## config.mk

```make
export PLATFORM = sky130hd
export DESIGN_NAME = input_debouncer
export DESIGN_NICKNAME = d
export VERILOG_FILES = /design/src/rtl/input_debouncer_pkg.sv /design/src/rtl/input_debouncer_sync_chain.sv /design/src/rtl/input_debouncer.sv
export SDC_FILE = /design/constraint.sdc
export NUM_CORES = 1
export LEC_CHECK = 0
export ABC_AREA = 1
export ABC_CLOCK_PERIOD_IN_PS = 4000
export CORE_MARGIN = 5
export CORE_UTILIZATION = 50
export CTS_BUF_LIST = sky130_fd_sc_hd__clkbuf_8
export DETAILED_ROUTE_END_ITERATION = 7
export GPL_TIMING_DRIVEN = 0
export PLACE_DENSITY_LB_ADDON = 0.3
export SKIP_LAST_GASP = 1
export SYNTH_ARGS = -nofsm -noshare
export SYNTH_HDL_FRONTEND = slang
export SYNTH_SLANG_ARGS = --single-unit
```

## constraint.sdc

```tcl
create_clock -name clk -period 4 [get_ports clk]
set_input_delay 0.8 -clock clk [delete_from_list [all_inputs] [get_ports clk]]
set_output_delay 0.8 -clock clk [all_outputs]
set_load 0.05 [all_outputs]
```

## src/rtl/input_debouncer_pkg.sv

```systemverilog
// input_debouncer_pkg: shared processor-side definitions for the
// switch-input front end (data width, debounce state encoding).
package input_debouncer_pkg;

  localparam int DATA_W = 16;

  localparam logic ST_IDLE   = 1'b0;
  localparam logic ST_SETTLE = 1'b1;

  typedef enum logic {
    IDLE   = ST_IDLE,
    SETTLE = ST_SETTLE
  } deb_state_e;

  localparam logic [7:0] CHG_MAX = 8'hFF;

  // Counter width for a 0..v-1 counter, never narrower than 1 bit.
  function automatic int min1_clog2(input int v);
    return (v > 1) ? $clog2(v) : 1;
  endfunction

endpackage

```

## src/rtl/input_debouncer_sync_chain.sv

```systemverilog
// sync_chain: plain flop chain bringing an async bus into clk.
// Ports: clk, reset (async, high), d (async in), q (synchronised out).
module sync_chain
  import input_debouncer_pkg::*;
#(
  parameter int WIDTH  = DATA_W,
  parameter int STAGES = 2
) (
  input  logic             clk,
  input  logic             reset,
  input  logic [WIDTH-1:0] d,
  output logic [WIDTH-1:0] q
);

  logic [WIDTH-1:0] ff [STAGES];

  always_ff @(posedge clk or posedge reset) begin
    if (reset) begin
      for (int i = 0; i < STAGES; i++)
        ff[i] <= '0;
    end else begin
      ff[0] <= d;
      for (int i = 1; i < STAGES; i++)
        ff[i] <= ff[i-1];
    end
  end

  assign q = ff[STAGES-1];

endmodule

```

## src/rtl/input_debouncer.sv

```systemverilog
// input_debouncer: synchronise + whole-word debounce of the switch bus.
// Ports: clk, reset (async, high), raw_in, data_out, stable, changed,
// change_count (only with INPUT_DEBOUNCE_CHANGE_COUNT_EN defined).
module input_debouncer
  import input_debouncer_pkg::*;
#(
  parameter int WIDTH           = DATA_W,
  parameter int SYNC_STAGES     = 2,
  parameter int PRESCALE        = 1000,
  parameter int DEBOUNCE_CYCLES = 16
) (
  input  logic             clk,
  input  logic             reset,
  input  logic [WIDTH-1:0] raw_in,
  output logic [WIDTH-1:0] data_out,
  output logic             stable,
  output logic             changed
`ifdef INPUT_DEBOUNCE_CHANGE_COUNT_EN
  ,
  output logic [7:0]       change_count
`endif
);

  localparam int PW = min1_clog2(PRESCALE);
  localparam int CW = min1_clog2(DEBOUNCE_CYCLES);

  localparam logic [PW-1:0] P_LAST = PW'(PRESCALE - 1);
  localparam logic [CW-1:0] C_LAST = CW'(DEBOUNCE_CYCLES - 1);

  logic [WIDTH-1:0] sync_q;

  sync_chain #(
    .WIDTH  (WIDTH),
    .STAGES (SYNC_STAGES)
  ) u_sync (
    .clk   (clk),
    .reset (reset),
    .d     (raw_in),
    .q     (sync_q)
  );

  logic [PW-1:0] pcnt;
  logic          tick;

  assign tick = (pcnt == P_LAST);

  always_ff @(posedge clk or posedge reset) begin
    if (reset)
      pcnt <= '0;
    else if (tick)
      pcnt <= '0;
    else
      pcnt <= pcnt + PW'(1);
  end

  deb_state_e       state_q, state_d;
  logic [WIDTH-1:0] cand_q, cand_d;
  logic [WIDTH-1:0] data_d;
  logic [CW-1:0]    cnt_q, cnt_d;
  logic             chg_d;

  // Any new sampled word restarts the window, whatever the state,
  // so a bouncing switch keeps pushing the commit out.
  always_comb begin
    state_d = state_q;
    cand_d  = cand_q;
    cnt_d   = cnt_q;
    data_d  = data_out;
    chg_d   = 1'b0;
    if (tick) begin
      if (sync_q != cand_q) begin
        cand_d  = sync_q;
        cnt_d   = '0;
        state_d = SETTLE;
      end else begin
        unique case (state_q)
          SETTLE: begin
            if (cnt_q == C_LAST) begin
              data_d  = cand_q;
              state_d = IDLE;
              chg_d   = (cand_q != data_out);
            end else begin
              cnt_d = cnt_q + CW'(1);
            end
          end
          IDLE: begin
          end
          default: begin
          end
        endcase
      end
    end
  end

  always_ff @(posedge clk or posedge reset) begin
    if (reset) begin
      state_q  <= IDLE;
      cand_q   <= '0;
      cnt_q    <= '0;
      data_out <= '0;
      changed  <= 1'b0;
    end else begin
      state_q  <= state_d;
      cand_q   <= cand_d;
      cnt_q    <= cnt_d;
      data_out <= data_d;
      changed  <= chg_d;
    end
  end

  assign stable = (state_q == IDLE);

`ifdef INPUT_DEBOUNCE_CHANGE_COUNT_EN
  logic [7:0] cc_q;

  always_ff @(posedge clk or posedge reset) begin
    if (reset)
      cc_q <= '0;
    else if (chg_d && (cc_q != CHG_MAX))
      cc_q <= cc_q + 8'd1;
  end

  assign change_count = cc_q;
`endif

endmodule
```

==> out/results.ini <==
[cells_and_area]
final_common_cell = nand2_1
fin_util = 0.6142
multi_input_area_sq_um = 1251
design_area_sq_um = 4173
finalNetCount = 468
regArea_sq_um = 2002
final_cell_mix = 147 x nand2_1, 80 x dfrtp_1, 47 x inv_1, 35 x clkdlybuf4s50_1, 28 x nor2_1
drive_above_1_share = 0.08186
fillCellCount = 570
area_growth_pct = 19.71
diodes = 0

[synth]
synth-seq-cells = 80
netlist_area_sq_um = 3486
yosysWarnings = 0
syn-num-nets = 421
syn_avg_cell_area_sq_um = 8.693
postSynthCellCount = 401
yosysUniqueCellTypes = 28
yosysSeqAreaShare = 0.5743

[pwr]
p_leak_nw = 2.115
p_int_mw = 1.132
finalPower_mw = 1.452
pwr-share-seq = 0.573
vdd_drop_max_mv = 0.2128
powerDensity_nw_per_um2 = 348.1
switchingPower_uw = 320.6
comb_power_share = 0.039
power.switching_fraction = 0.2207
clockPowerShare = 0.389

[clock_network]
cts_tree = done
worstSkewPairLatency_ns = 0.36
cts-root-buf = clkbuf_8
cts_buffer_depth = 2
clkTransAtPathRegs_ns = 0.08
htree_levels = 3
cts_setup_buffers = 0
cts.hold.buffers_added = 0
cts.sinks = 80
cts_inserted_buffers = 9
cts_resized = 0

[detailed_routing]
viasPerCell = 4.870
ant_nets = 0
finalWirelength_um = 6829
dr.pass1.iters = 4
drc = 0
wire_per_inst_um = 12.46
dr.first_iter.drc_count = 150
vias = 2669

[timing]
finalSetupViolCount = 0
fin_tns_setup_ns = 0
fin_ws_ns = 1.553
rsz0062_at_grt = false
relSlewSlack = 0.6113
finalCritPeriodShare = 0.6118
slew_viol_final = 0
hold_viol_final = 0
tightest_slew_ns = 0.5799
skew_ns = 0.01491
fin_crit_ns = 2.447
clock.fmax_ghz = 0.4086

[floorplan]
die_area_sq_um = 8741
core.rowCount = 30
fp.coreArea_sq_um = 6794
fp.dieW_um = 93.50
start_util = 0.5131
die_y_um = 93.50
ios = 36

[global_routing]
grt_pass1_vias = 2593
grt_usage = 0.1749
grt_max_degree = 54
antenna_found_initial = 0
overflow = 0
grt_first_pass_wirelength_um = 11830

[critical_path]
crit_arrival_ns = 1.65
max_stage_delay_ns = 0.80
slowest_stage = clkdlybuf4s50_1
startpoint_type = register
cp.buffers_inverters = 2
cp_max_fo = 3
cp.required_ns = 3.20
end_kind = primary output
crit_type = register to primary output
cp_top_family = buffers and inverters
crit_chain = inv_1 > clkdlybuf4s50_1

[place]
place_ws_ns = 1.925
place_area_sq_um = 3986
io_buffers = 35
globalplace.congestion = 0.8395
dpl.hpwl_um = 4929

[outcome]
status = completed

[run]
cap_viol_max_count = 0

[min_path]
hold_class = register to register

-- metrics by stage --
stage	cells	hold WS, ns
after floorplan	401	0.3312
after global placement	532	0.3312
after detailed placement	533	0.3355
after CTS	548	0.3524
after global routing	548	0.3547
final	548	0.3460
-- final cells by class --
cell class,instances,share of cell area
Sequential cell,80,0.4798
Timing Repair Buffer,36,0.09055
Tap cell,96,0.02879
Clock buffer,9,0.02969
Multi-Input combinational cell,264,0.2999
Inverter,49,0.04468
Buffer,8,0.01169
Clock inverter,6,0.01499
-- final timing paths --
kind / from / end / slack [ns] / depth (start not counted)
max in group asynchronous: reset / u_sync.q[3] / 2.66 / 3
worst min-delay path: u_sync.ff[30] / u_sync.q[14] / 0.35 / 0
worst max-delay path: state_q / stable / 1.55 / 2
worst max register to register: pcnt[0] / cnt_q[2] / 2.20 / 6
min in group asynchronous: reset / u_sync.q[14] / 0.77 / 2
worst min register to register: u_sync.ff[30] / u_sync.q[14] / 0.35 / 0
-- routing by layer --
layer	global-route usage	up-vias	share of wire
li1	-	1335	-
met1	0.2162	1273	0.45
met2	0.2906	53	0.49
met3	0.05310	8	0.048
met4	0.05983	0	0.013
met5	0	-	0
-- cell usage after synthesis, drive strengths merged --
cell type,instances,share of area
a21oi,4,0.0068
nand4,10,0.018
nor3,5,0.012
inv,49,0.053
nand3,24,0.036
clkbuf,2,0.0029
xor2,4,0.010
dfrtp,80,0.57
nand2,149,0.16
a31oi,1,0.0018
ha,2,0.0072
o21ai,18,0.026
buf,6,0.011
nor2,30,0.038
or2,3,0.0054
o2111ai,1,0.0025
xnor2,13,0.033
-- registers in the layout (all words and copies together) (netlist names) --
name and count:
cand_q 16, data_out 16, u_sync.ff 16, u_sync.q 16
pcnt 10, cnt_q 4, changed 1, state_q 1
-- logic make-up after synthesis --
| family | count (synthesis) | synth area share |
|---|---|---|
| simple gates | 221 | 0.2721 |
| flops | 80 | 0.5743 |
| buf+inv | 57 | 0.06676 |
| compound gates | 24 | 0.03697 |
| xor+xnor | 17 | 0.04271 |
| fa+ha+maj | 2 | 0.007178 |
-- worst reg2reg max path, stage by stage (launching register included) --
cell,delay (ns)
dfrtp_1,0.40
ha_1,0.26
nand3_1,0.12
nor3_2,0.50
nand2_1,0.24
nand2_1,0.11
nand2_1,0.06
-- power groups by stage --
stage,logic [mW],clock network (mW),registers [mW]
2_1_floorplan,0.0297,0,0.846
3_3_place_gp,0.0524,0,0.847
3_5_place_dp,0.0579,0,0.848
4_1_cts,0.0581,0.582,0.832
5_1_grt,0.0654,0.614,0.834
6_report,0.0562,0.565,0.832
No activity file was read; power rests on OpenSTA's default activity.
